[src/rtl/fetch_stage_if.sv]
`default_nettype none
// ============================================================================
//  Module   : fetch_stage_if
//  Purpose  : Fetch-stage bundle covering hazard/redirect controls, the
//             instruction-memory port and the IF/ID register outputs.
//  Revision : 1.0 - initial release
// ============================================================================
interface fetch_stage_if;
    // Hazard unit and execute-stage redirect
    logic        NOP;
    logic        PcStall;
    logic        redirect;
    logic [15:0] redirect_pc;

    // Instruction memory
    logic        imem_rdy;
    logic [15:0] imem_data;
    logic [15:0] imem_addr;

    // IF/ID register and status
    logic [15:0] id_instr;
    logic [15:0] id_pc2;
    logic        id_valid;
    logic        halted;
    logic        err;

    modport master (
        input  NOP, PcStall, redirect, redirect_pc, imem_rdy, imem_data,
        output imem_addr, id_instr, id_pc2, id_valid, halted, err
    );

    modport slave (
        output NOP, PcStall, redirect, redirect_pc, imem_rdy, imem_data,
        input  imem_addr, id_instr, id_pc2, id_valid, halted, err
    );
endinterface
`default_nettype wire

[src/rtl/fetch_stage.sv]
`default_nettype none
// ============================================================================
//  Module   : fetch_stage
//  Purpose  : PC register, instruction fetch and IF/ID pipeline register
//             with hazard bubbles, redirect, HALT freeze and misalign flag.
//  Revision : 1.0 - initial release
// ============================================================================
module fetch_stage #(
    parameter logic [15:0] NOP_INSTR = 16'h0800,
    parameter logic [15:0] RESET_PC  = 16'h0000
) (
    input  wire logic     clk,
    input  wire logic     rst,
    fetch_stage_if.master fs
);

    localparam logic [4:0]  c_halt_opcode = 5'b00000;
    localparam logic [15:0] c_pc_step     = 16'd2;

    logic [15:0] r_pc;
    logic [15:0] r_id_instr;
    logic [15:0] r_id_pc2;
    logic        r_id_valid;
    logic        r_halted;
    logic        r_err;

    logic [15:0] w_pc_next;
    logic        w_accept;
    logic        w_is_halt;
    logic [15:0] w_redirect_target;

    assign w_pc_next         = r_pc + c_pc_step;
    assign w_accept          = fs.imem_rdy & ~fs.NOP & ~fs.PcStall
                             & ~fs.redirect & ~r_halted;
    assign w_is_halt         = (fs.imem_data[15:11] == c_halt_opcode);
    assign w_redirect_target = {fs.redirect_pc[15:1], 1'b0};

    // PC: redirect wins; a NOP without stall still advances (branch shadow)
    always_ff @(posedge clk) begin
        if (!rst) begin
            r_pc <= RESET_PC;
        end else if (fs.redirect) begin
            r_pc <= w_redirect_target;
        end else if (r_halted) begin
            r_pc <= r_pc;
        end else if (fs.PcStall || !fs.imem_rdy) begin
            r_pc <= r_pc;
        end else if (w_accept && w_is_halt) begin
            r_pc <= r_pc;
        end else begin
            r_pc <= w_pc_next;
        end
    end

    // IF/ID loads every cycle: real word on accept, otherwise a bubble
    always_ff @(posedge clk) begin
        if (!rst) begin
            r_id_instr <= NOP_INSTR;
            r_id_pc2   <= 16'h0000;
            r_id_valid <= 1'b0;
        end else if (w_accept) begin
            r_id_instr <= fs.imem_data;
            r_id_pc2   <= w_pc_next;
            r_id_valid <= 1'b1;
        end else begin
            r_id_instr <= NOP_INSTR;
            r_id_valid <= 1'b0;
        end
    end

    // A HALT behind a taken branch is wrong-path, so redirect clears it
    always_ff @(posedge clk) begin
        if (!rst) begin
            r_halted <= 1'b0;
        end else if (fs.redirect) begin
            r_halted <= 1'b0;
        end else if (w_accept && w_is_halt) begin
            r_halted <= 1'b1;
        end
    end

    always_ff @(posedge clk) begin
        if (!rst) begin
            r_err <= 1'b0;
        end else if (fs.redirect && fs.redirect_pc[0]) begin
            r_err <= 1'b1;
        end
    end

    assign fs.imem_addr = r_pc;
    assign fs.id_instr  = r_id_instr;
    assign fs.id_pc2    = r_id_pc2;
    assign fs.id_valid  = r_id_valid;
    assign fs.halted    = r_halted;
    assign fs.err       = r_err;

endmodule
`default_nettype wire
[src/flat_wrapper.sv]
// flat-port wrapper written by rule: the top's interface ports become plain ports
module fetch_stage_flat 
#(
    parameter logic [15:0] NOP_INSTR = 16'h0800,
    parameter logic [15:0] RESET_PC  = 16'h0000
)
  (clk, rst, fs_NOP, fs_PcStall, fs_redirect, fs_redirect_pc, fs_imem_rdy, fs_imem_data, fs_imem_addr, fs_id_instr, fs_id_pc2, fs_id_valid, fs_halted, fs_err);
  fetch_stage_if fs_i ();
  input  wire logic clk;
  input  wire logic rst;
  input wire logic [$bits(fs_i.NOP)-1:0] fs_NOP;
  input wire logic [$bits(fs_i.PcStall)-1:0] fs_PcStall;
  input wire logic [$bits(fs_i.redirect)-1:0] fs_redirect;
  input wire logic [$bits(fs_i.redirect_pc)-1:0] fs_redirect_pc;
  input wire logic [$bits(fs_i.imem_rdy)-1:0] fs_imem_rdy;
  input wire logic [$bits(fs_i.imem_data)-1:0] fs_imem_data;
  output wire logic [$bits(fs_i.imem_addr)-1:0] fs_imem_addr;
  output wire logic [$bits(fs_i.id_instr)-1:0] fs_id_instr;
  output wire logic [$bits(fs_i.id_pc2)-1:0] fs_id_pc2;
  output wire logic [$bits(fs_i.id_valid)-1:0] fs_id_valid;
  output wire logic [$bits(fs_i.halted)-1:0] fs_halted;
  output wire logic [$bits(fs_i.err)-1:0] fs_err;
  assign fs_i.NOP = fs_NOP;
  assign fs_i.PcStall = fs_PcStall;
  assign fs_i.redirect = fs_redirect;
  assign fs_i.redirect_pc = fs_redirect_pc;
  assign fs_i.imem_rdy = fs_imem_rdy;
  assign fs_i.imem_data = fs_imem_data;
  assign fs_imem_addr = fs_i.imem_addr;
  assign fs_id_instr = fs_i.id_instr;
  assign fs_id_pc2 = fs_i.id_pc2;
  assign fs_id_valid = fs_i.id_valid;
  assign fs_halted = fs_i.halted;
  assign fs_err = fs_i.err;
  fetch_stage #(.NOP_INSTR(NOP_INSTR), .RESET_PC(RESET_PC)) u_core (.clk(clk), .rst(rst), .fs(fs_i));
endmodule
[config.mk]
export PLATFORM = sky130hd
export DESIGN_NAME = fetch_stage_flat
export DESIGN_NICKNAME = d
export VERILOG_FILES = /design/src/rtl/fetch_stage_if.sv /design/src/rtl/fetch_stage.sv /design/src/flat_wrapper.sv
export SDC_FILE = /design/constraint.sdc
export NUM_CORES = 1
export LEC_CHECK = 0
export ABC_AREA = 1
export BUFFER_PORTS_ARGS = -buffer_cell sky130_fd_sc_hd__buf_4
export CORE_UTILIZATION = 48
export DETAILED_ROUTE_END_ITERATION = 16
export GPL_TIMING_DRIVEN = 0
export PLACE_DENSITY = 0.86
export SYNTH_ARGS = -nofsm -noshare
export SYNTH_HDL_FRONTEND = slang
export SYNTH_SLANG_ARGS = --single-unit
[constraint.sdc]
create_clock -name clk -period 1.7 [get_ports clk]
set_input_delay 0.34 -clock clk [delete_from_list [all_inputs] [get_ports clk]]
set_output_delay 0.34 -clock clk [all_outputs]
set_load 0.03 [all_outputs]
### Yosys cells after proc, flatten, opt, wreduce, memory -nomap -nowiden

Index checks and enable logic that the tools add are counted.

* bits in registers: 51
* bits of input ports: 38
* output and inout bits: 51
* logic and storage cells: 36

* add/subtract/negate cells: 1
* equality and inequality tests: 3
* multiplexer cells: 5
* bitwise gates (word level): 11
* reduce and logical (&&, ||, !) cells: 9

Operators with widths (count)
* two-way mux 16 bit: 4
* adder 16 x 2 -> 16 bit, second input constant: 1
* NOT 1 bit: 7
* != test 2 bit, second input constant: 3
* AND reduction 3 bit: 2
* logical NOT 5 bit: 1
* AND 1 bit: 4
* logical AND 1 bit: 2
* AND reduction 2 bit: 1
* OR reduction 2 bit: 1
* logical NOT 1 bit: 1
* logical OR 1 bit: 1
* two-way mux 1 bit: 1

### Logic depth before layout (Yosys ltp)

Gate-level depths: netlist of the first run.

* word-level depth: 10
* gate-level depth with buffers: 9
* depth with buffers taken out: 9

### Worst setup path before layout of the first run

Ideal clock, no wire load.

* path type: reg2reg
* start point: register u_core.r_pc[1] (netlist: u_core.fs.imem_addr[1])
* end point: register u_core.r_pc[11] (netlist: u_core.fs.imem_addr[11])
* library setup time: 0.070 ns
* arrival: 1.574 ns
* required time: 1.630 ns
* path slack: 0.057 ns
* cell stages (with the launch flop): 8
* path buffers: 0
* period minus slack after synthesis: 1.643 ns
* cells stage by stage: dfxtp_1 ha_1 nand2_1 nor2_1 nand2_1 o21ai_0 nand3_1 a21oi_1

* longest elaborated chain between the ends: 5

Ends and longest elaborated chain
* start: declaration: RTL line fetch_stage.sv:20 `logic [15:0] r_pc;`
* start signal: assignment: RTL line fetch_stage.sv:43 `r_pc <= w_redirect_target;`
* start signal: assignment: RTL line fetch_stage.sv:45 `r_pc <= r_pc;`
* start signal: assignment: RTL line fetch_stage.sv:47 `r_pc <= r_pc;`
* adder 16 x 2 -> 16 bit: RTL line fetch_stage.sv:32 `assign w_pc_next = r_pc + c_pc_step;`
* two-way mux 16 bit: RTL line fetch_stage.sv:48 `end else if (w_accept && w_is_halt) begin`
* two-way mux 16 bit: RTL line fetch_stage.sv:46 `end else if (fs.PcStall || !fs.imem_rdy) begin`
* two-way mux 16 bit: RTL line fetch_stage.sv:44 `end else if (r_halted) begin`
* two-way mux 16 bit: RTL line fetch_stage.sv:42 `end else if (fs.redirect) begin`

No other way between the ends. The select of a mux whose other input is x is not followed.
A chain may end at the register's enable or synchronous reset.

### Final worst setup path of the first run

Ends and elaborated chain as after synthesis.

==> results of run 1 <==
==> stage by stage <==
step / setup WS [ns] / total power [W] / std cells / hold WS [ns]
finish: 0.178 / 0.00257 / 478 / 0.219
global route: 0.0148 / 0.00267 / 478 / 0.222
CTS: 0.0401 / 0.00256 / 478 / 0.222
detailed placement: 0.0142 / 0.00174 / 470 / 0.489
global placement: 0.0562 / 0.00173 / 470 / 0.459
floorplan: 0.0566 / 0.00155 / 333 / 0.444
==> worst max-delay path by stage <==
stage | from | end | slack, ns
finish | u_core.fs.imem_addr[1] | u_core.fs.imem_addr[11] | 0.18
global route | u_core.fs.imem_addr[1] | u_core.fs.imem_addr[11] | 0.01
CTS | u_core.fs.imem_addr[2] | u_core.fs.imem_addr[11] | 0.04
detailed placement | u_core.fs.imem_addr[1] | u_core.fs.imem_addr[11] | 0.01
global placement | u_core.fs.imem_addr[1] | u_core.fs.imem_addr[7] | 0.06
floorplan | u_core.fs.imem_addr[1] | u_core.fs.imem_addr[11] | 0.06
==> final cells by class <==
cell class / instances / area [µm²]
multi-input cells: 220 / 1000
fillers: 366 / 1340
repair buffers: 85 / 638
plain buffers: 12 / 81.3
clock buffers: 6 / 72.6
flip-flops and latches: 49 / 983
clock inverters: 2 / 38.8
well taps: 52 / 65.1
inverters: 52 / 195
==> layer usage <==
layer / up-vias / GRT usage, %
li1: 1187 / -
met1: 1059 / 31.2
met2: 88 / 44.8
met3: 13 / 4.18
met4: 0 / 9.11
met5: - / 0
==> power by group through the flow <==
stage | logic [W] | clock network [W] | registers, W
global placement | 0.000459 | 0 | 0.00127
finish | 0.000479 | 0.000843 | 0.00124
detailed placement | 0.000471 | 0 | 0.00127
floorplan | 0.000195 | 0 | 0.00135
global route | 0.000522 | 0.000900 | 0.00125
CTS | 0.000473 | 0.000848 | 0.00124
==> sequential cells by signal, summed over array words and instances, names as in the netlist <==
signal and count:
u_core.fs.imem_addr 15, u_core.fs.err 1, u_core.fs.id_valid 1, u_core.fs.halted 1
u_core.fs.id_pc2 15, u_core.fs.id_instr 16
==> worst max-delay path, stage by stage (launching register included) <==
cell	delay, ns
dfxtp_2	0.40
ha_2	0.24
nand2_1	0.07
nor2_2	0.16
nand2_1	0.15
o21ai_1	0.19
nand3_1	0.11
a21oi_1	0.14
==> cell usage in the layout, fill, tap and decap left out, types with 3 or more instances in the layout <==
cell type | netlist | routed
inv_1 | 49 | 49
dfxtp_1 | 49 | 47
a21oi_1 | 14 | 14
buf_4 | 3 | 88
nand2_1 | 84 | 84
nand3_1 | 17 | 17
nor2_1 | 60 | 58
clkbuf_1 | 3 | 4
xor2_1 | 4 | 3
buf_6 | 3 | 3
o21ai_0 | 18 | 17
nand4_1 | 6 | 6
clkbuf_8 | 0 | 5
==> repair_timing <==
action | 4_1_cts | 5_1_grt
resized for setup | 1 | 6
hold buffers | 0 | 0
endpoints found under the setup margin | 1 | 6
==> cell families (layout without fill, tap and decap cells) <==
logic type	Yosys count	after routing
flip-flops	49	49
other	1	2
adder cells (fa/ha/maj)	1	1
buffers and inverters	64	157
AO/OA/AOI/OAI	37	37
XOR/XNOR	5	5
AND/OR/NAND/NOR	175	175
==> results_dict.tcl, run 1 <==
set metrics [dict create \
    outcome "completed" \
    total_switching_power_w 0.000734 \
    synth_top_family_by_area "simple AND/OR/NAND/NOR gates" \
    area.growth.synth_to_final_pct 37.3 \
    diodes 0 \
    grt_max_degree 16 \
    wl_met2_um 3050 \
    cp.arrival_ns 1.77 \
    synthXorXnorAreaFrac_pct 1.96 \
    cts_buffers 5 \
    synth_mux_area_share_pct 0 \
    dr.pass1.iters 4 \
    die_w_um 70.3 \
    fin_worst_skew_ns 0.00757 \
    syn-mean-instance-area_um2 6.75 \
    r2r-start "u_core.fs.imem_addr[1]" \
    synth_edf_count 0 \
    p_leak_nw 1.62 \
    synth_top_cell_by_area "dfxtp_1" \
    dp_hpwl_um 4580 \
    rrSetupSlack_ns 0.18 \
    cts_sinks 49 \
    grt_overflow_total 0 \
    ioPinCount 89 \
    intPower_w 0.00183 \
    syn_inst 332 \
    antenna_found_initial 0 \
    cp_max_fo 7 \
    ys.warnings.count 0 \
    start_kind "flip-flop" \
    reg2reg_depth 7 \
    path_clk_slew_ns 0.09 \
    core_area_mm2 0.00441 \
    ys_seq_elements 49 \
    pwr-share-clk_pct 32.9 \
    die_y_um 70.3 \
    sequentialPowerShare_pct 48.5 \
    p_per_area_mw_per_mm2 834 \
    worst_setup_path_end_kind "flip-flop" \
    post_cts_buffers 0 \
    tightest_slew_ns 0.507 \
    drt_wl_total_um 5990 \
    max-slew-margin-rel_pct 66.2 \
    whs_endpoint "u_core.fs.id_instr[11]" \
    routed.top_layer "met4" \
    ys_types 27 \
    stdcell_area_mm2 0.00308 \
    drv_cap 0 \
    via_count 2347 \
    die-area_mm2 0.00494 \
    yosys.area_share.simple_pct 32.5 \
    grt_usage_pct 25.5 \
    drive_above_1_share_pct 27.0 \
    maxSlewViolCount 0 \
    min_period_over_period_pct 89.6 \
    worstHoldStart "fs_imem_data[11]" \
    required_ns 1.95 \
    gp_congestion 0.926 \
    start_util_pct 50.7 \
    setup_viol 0 \
    synth_fa_ha_area_share_pct 0.559 \
    fmax_mhz 657 \
    r2r-end "u_core.fs.imem_addr[11]" \
    final_hold_viol_count 0 \
    root_buffer "clkbuf_8" \
    nNetsFinal 464 \
    synth_area_mm2 0.00224 \
    vdd_drop_max_uv 435 \
    drt_iter0_drc 192 \
    synthTopCellsByArea "dfxtp_1 (44%), nand2_1 (14%), nor2_1 (10%), inv_1 (8.2%), o21ai_0 (4.0%)" \
    first_global_vias 2190 \
    place_area_mm2 0.00295 \
    rows 24 \
    wl_per_cell_um 12.5 \
    synth_most_common_cell "nand2_1" \
    p_sw_share_pct 28.6 \
    wl_met3_um 362 \
    synth_top_area_share_pct 43.8 \
    synthArstFlopShare_pct 0 \
    insertion_delay_ns 0.31 \
    rsz0062_at_grt "false" \
    cts_tree "built" \
    timing.setup.tns_ns 0 \
    wl_met1_um 2490 \
    yosys-top-cells-count "nand2_1 (84), nor2_1 (60), dfxtp_1 (49), inv_1 (49), o21ai_0 (18)" \
    drtAntennaViolNets 0 \
    post-route-util_pct 69.7 \
    drc_errors 0 \
    min_period_ns 1.52 \
    post_drt_via_cell_ratio 4.91 \
    io_buffers 85 \
    synth-compound-area-share_pct 8.72 \
    synthFlopType "dfxtp_1" \
    grt_pass1_wl_um 10000 \
    hp-class "input port to flip-flop" \
    ys_seq_area_share_pct 43.8 \
    critPathKind "flip-flop to flip-flop" \
    clock_path_buffers 2 \
    min_path_cells 3 \
    htree_levels 2 \
    power_frac_comb_pct 18.7 \
]
No activity file was read; power rests on OpenSTA's default activity.
==> inputs of run 2 (changes only) <==
--- a/config.mk
+++ b/config.mk
@@ -7,6 +7,7 @@
 export LEC_CHECK = 0
 export ABC_AREA = 1
 export BUFFER_PORTS_ARGS = -buffer_cell sky130_fd_sc_hd__buf_4
+export CORE_ASPECT_RATIO = 0.5
 export CORE_UTILIZATION = 48
 export DETAILED_ROUTE_END_ITERATION = 16
 export GPL_TIMING_DRIVEN = 0
==> results_dict.tcl, run 2 (same netlist as run 1, synthesis figures left out) <==
set metrics [dict create \
    outcome "completed" \
    cts_tree "built" \
    power_frac_comb_pct 20.1 \
    path_clk_slew_ns 0.09 \
    area.growth.synth_to_final_pct 35.3 \
    reg2reg_depth 7 \
    post_cts_buffers 0 \
    rows 17 \
    fmax_mhz 629 \
    insertion_delay_ns 0.30 \
    nFillCells 376 \
    antenna_found_initial 0 \
    drv_cap 0 \
    die_y_um 50.3 \
    first_global_vias 2181 \
    ioPinCount 89 \
    rrSetupSlack_ns 0.11 \
    root_buffer "clkbuf_8" \
    layout.cells.most_common_list "buf_4 (88), nand2_1 (84), nor2_1 (59)" \
    setup_viol 0 \
    max-slew-margin-rel_pct 65.0 \
    slowest_stage "dfxtp_1" \
    dp_hpwl_um 4390 \
    p_leak_nw 1.60 \
    die-area_mm2 0.00496 \
    post_drt_via_cell_ratio 4.90 \
    finalPower_w 0.00236 \
    diodes 0 \
    die_w_um 98.6 \
    path_delay_family "simple AND/OR/NAND/NOR gates" \
    largest_reg_flops 16 \
    crit_top_cell "nor2_1" \
    cp_max_fo 5 \
    cts_sinks 49 \
    sequentialPowerShare_pct 52.6 \
    drt_iter0_drc 153 \
    required_ns 1.90 \
    grt_overflow_total 0 \
    timing.hold.ws_ns 0.252 \
    critPathKind "flip-flop to flip-flop" \
    core_area_mm2 0.00445 \
    critPathBufInv 0 \
    vdd_drop_max_uv 438 \
    hold_buffers 0 \
    dp.cells 475 \
    min_period_over_period_pct 93.5 \
    whs_endpoint "u_core.fs.id_instr[11]" \
    grt_usage_pct 25.4 \
    grt_max_degree 14 \
    timing.setup.tns_ns 0 \
    worstHoldStart "fs_imem_data[11]" \
    final_cell_count_no_fill 481 \
    wl_per_cell_um 12.4 \
    layout_commonest_cell "buf_4" \
    drc_errors 0 \
    ctsResizeCount 1 \
    via_count 2358 \
    post-route-util_pct 68.2 \
    htree_levels 2 \
    drive_above_1_share_pct 25.9 \
    grt_pass1_wl_um 9780 \
    cts_buffers 5 \
    final_hold_viol_count 0 \
    drt_wl_total_um 5990 \
    pwr-share-clk_pct 27.4 \
    io_buffers 85 \
    start_kind "flip-flop" \
    total_switching_power_w 0.000703 \
    r2r-end "u_core.fs.imem_addr[7]" \
    hp-class "input port to flip-flop" \
    cp.arrival_ns 1.79 \
    rsz0062_at_grt "false" \
    drtAntennaViolNets 0 \
    maxSlewViolCount 0 \
    intPower_w 0.00166 \
    min_period_ns 1.59 \
    cpPeakStageDelay_ns 0.41 \
    gp_congestion 0.864 \
    clock_path_buffers 2 \
    nNetsFinal 464 \
    dr.pass1.iters 7 \
    min_path_cells 3 \
    path_cells "ha_1, nand3_1, nor2_1, xor2_1, nor2_1, nor2_1, nor2_1" \
    p_per_area_mw_per_mm2 779 \
    tightest_slew_ns 0.526 \
    p_sw_share_pct 29.7 \
    fin_worst_skew_ns 0.00826 \
    worst_setup_path_end_kind "flip-flop" \
    start_util_pct 50.4 \
    r2r-start "u_core.fs.imem_addr[2]" \
]
## run 2: cell count changes in the layout (fill, tap and decap cells not counted), sizes merged
cell | before | now
clkbuf | 9 | 8
bufinv | 1 | 0
## run 2: stage by stage
stage,setup WS [ns],instance area [µm²]
finish,0.110,3030
global route,0.00888,3030
CTS,0.0658,3030
detailed placement,-0.0125,2950
global placement,0.0993,2950
floorplan,0.0566,2240
## run 2: layout make-up
| cell class | count | area [µm²] | area share [%] |
|---|---|---|---|
| clock buffers | 5 | 68.8 | 2.27 |
| repair buffers | 85 | 638 | 21.1 |
| clock inverters | 1 | 5.00 | 0.165 |
| well taps | 57 | 71.3 | 2.35 |
| plain buffers | 12 | 81.3 | 2.68 |
| inverters | 52 | 195 | 6.44 |
| multi-input cells | 220 | 988 | 32.6 |
| flip-flops and latches | 49 | 982 | 32.4 |
## run 2: how the worst max path moves through the flow
stage	from	endpoint	cells past startpoint
6_report	u_core.fs.imem_addr[2]	u_core.fs.imem_addr[7]	7
5_1_grt	u_core.fs.imem_addr[3]	u_core.fs.id_pc2[10]	9
4_1_cts	u_core.fs.imem_addr[1]	u_core.fs.imem_addr[11]	7
3_5_place_dp	u_core.fs.imem_addr[1]	u_core.fs.imem_addr[11]	7
3_3_place_gp	u_core.fs.imem_addr[1]	u_core.fs.imem_addr[11]	7
2_1_floorplan	u_core.fs.imem_addr[1]	u_core.fs.imem_addr[11]	7
## run 2: power by group through the flow
stage                     logic, W  registers (W)  clock network, W
final                     0.000474        0.00124          0.000647
after global routing      0.000518        0.00125          0.000709
after CTS                 0.000472        0.00124          0.000652
after detailed placement  0.000469        0.00127                 0
after global placement    0.000458        0.00126                 0
after floorplan           0.000195        0.00135                 0
## run 2: per-layer routing
layer	share of wire [%]	GRT usage, %
met5	0	0
met4	2.0	7.46
met2	49	44.7
met3	8.5	7.10
met1	41	30.6
## run 2: worst min-delay path, delay by kind of cell
family,cells,cell delay (ns)
buffers and inverters,2,0.12
AND/OR/NAND/NOR,1,0.06
==> inputs of run 3 (changes only) <==
--- a/config.mk
+++ b/config.mk
@@ -12,6 +12,7 @@
 export DETAILED_ROUTE_END_ITERATION = 16
 export GPL_TIMING_DRIVEN = 0
 export PLACE_DENSITY = 0.86
+export REMOVE_ABC_BUFFERS = 1
 export SYNTH_ARGS = -nofsm -noshare
 export SYNTH_HDL_FRONTEND = slang
 export SYNTH_SLANG_ARGS = --single-unit
==> results_dict.tcl, run 3 (same netlist as run 1, synthesis figures left out) <==
set metrics [dict create \
    outcome "completed" \
    drt_iter0_drc 193 \
    start_kind "flip-flop" \
    rows 17 \
    die_y_um 50.3 \
    io_buffers 86 \
    vdd_drop_max_uv 478 \
    die_w_um 98.6 \
    sequentialPowerShare_pct 48.3 \
    min_period_over_period_pct 91.7 \
    path_clk_slew_ns 0.09 \
    hp-class "input port to flip-flop" \
    intPower_w 0.00186 \
    cts_buffers 5 \
    required_ns 1.90 \
    min_period_ns 1.56 \
    nFillCells 373 \
    wl_per_cell_um 12.3 \
    start_util_pct 50.4 \
    drc_errors 0 \
    r2r-start "u_core.fs.halted" \
    grt_pass1_wl_um 9300 \
    fin_worst_skew_ns 0.00791 \
    cts_sinks 49 \
    core_area_mm2 0.00445 \
    maxSlewViolCount 0 \
    first_global_vias 2167 \
    diodes 0 \
    clock_path_buffers 2 \
    cp_max_fo 21 \
    dr.pass1.iters 5 \
    post_drt_via_cell_ratio 4.99 \
    tightest_slew_ns 0.564 \
    critPathKind "flip-flop to flip-flop" \
    dp_hpwl_um 4020 \
    grt_max_degree 25 \
    pwr-share-clk_pct 33.8 \
    final_hold_viol_count 0 \
    rsz0062_at_grt "false" \
    ioPinCount 89 \
    antenna_found_initial 0 \
    max-slew-margin-rel_pct 62.4 \
    p_per_area_mw_per_mm2 849 \
    grt_usage_pct 24.1 \
    nNetsFinal 456 \
    drv_cap 0 \
    power_frac_comb_pct 17.9 \
    drtAntennaViolNets 0 \
    via_count 2369 \
    die-area_mm2 0.00496 \
    worst_setup_path_end_kind "flip-flop" \
    htree_levels 2 \
    cp.arrival_ns 1.76 \
    root_buffer "clkbuf_8" \
    layout.cells.most_common_list "buf_4 (88), nand2_1 (84), nor2_1 (59)" \
    timing.hold.ws_ns 0.239 \
    hold_buffers 0 \
    grt_overflow_total 0 \
    setup_viol 0 \
    layout_commonest_cell "buf_4" \
    worstHoldStart "fs_imem_data[11]" \
    drive_above_1_share_pct 26.1 \
    total_switching_power_w 0.000714 \
    cts_tree "built" \
    p_leak_nw 1.58 \
    insertion_delay_ns 0.31 \
    fmax_mhz 642 \
    drt_wl_total_um 5850 \
    p_sw_share_pct 27.8 \
    crit_start "u_core.fs.halted" \
    gp_congestion 0.824 \
    largest_reg_flops 16 \
    area.growth.synth_to_final_pct 35.4 \
    timing.setup.tns_ns 0 \
]
## run 3: routing by layer
layer	up-vias	track usage (%)	share of wire, %
li1	1174	-	-
met1	1083	28.0	41
met2	101	44.2	50
met3	11	5.43	7.8
met4	0	8.71	1.2
met5	-	0	0
## run 3: cell type report
type                    instances  area (µm²)  area share, %
multi-input cells             221        1000           33.1
flip-flops and latches         49         982           32.4
repair buffers                 88         661           21.8
inverters                      52         199           6.56
clock buffers                   7        86.3           2.85
well taps                      57        71.3           2.35
clock inverters                 1        30.0          0.991
## run 3: power groups by stage
stage	combinational, W	clock, W	sequential (W)
floorplan	0.000172	0	0.00135
finish	0.000462	0.000869	0.00124
detailed placement	0.000450	0	0.00127
CTS	0.000459	0.000881	0.00124
global route	0.000505	0.000930	0.00125
global placement	0.000437	0	0.00127
## run 3: worst paths after layout
check,endpoint,slack [ns],cells after the start
setup reg to reg,u_core.fs.imem_addr[1],0.14,8
hold reg to reg,u_core.fs.err,0.49,2
hold / removal,u_core.fs.id_instr[11],0.24,3
setup / recovery,u_core.fs.imem_addr[1],0.14,8
## run 3: critical path: stages, from the launching register on
cell and delay (ns):
dfxtp_1 0.32, inv_1 0.06, nand3_1 0.18, nor2_4 0.18, nand2_2 0.13, nand2_4 0.23
inv_1 0.16, nor2_1 0.13, nor2_1 0.06
## run 3: per-stage QoR
step           util, %  setup WS (ns)  power (W)  instances  cell area (µm²)
2_1_floorplan        -        -0.0167    0.00152        321             2160
3_3_place_gp      64.8         -0.581    0.00170        464             2880
6_report          68.2          0.142    0.00257        475             3030
5_1_grt           68.2         0.0209    0.00268        475             3030
3_5_place_dp      64.8         -0.653    0.00172        464             2880
4_1_cts           68.0         0.0393    0.00258        475             3020
## run 3: what timing repair did
item / 4_1_cts / 5_1_grt
pin swaps: 1 / 0
setup endpoints to repair: 19 / 12
gates cloned: 1 / 0
resized for setup: 2 / 4
setup buffers: 2 / 0
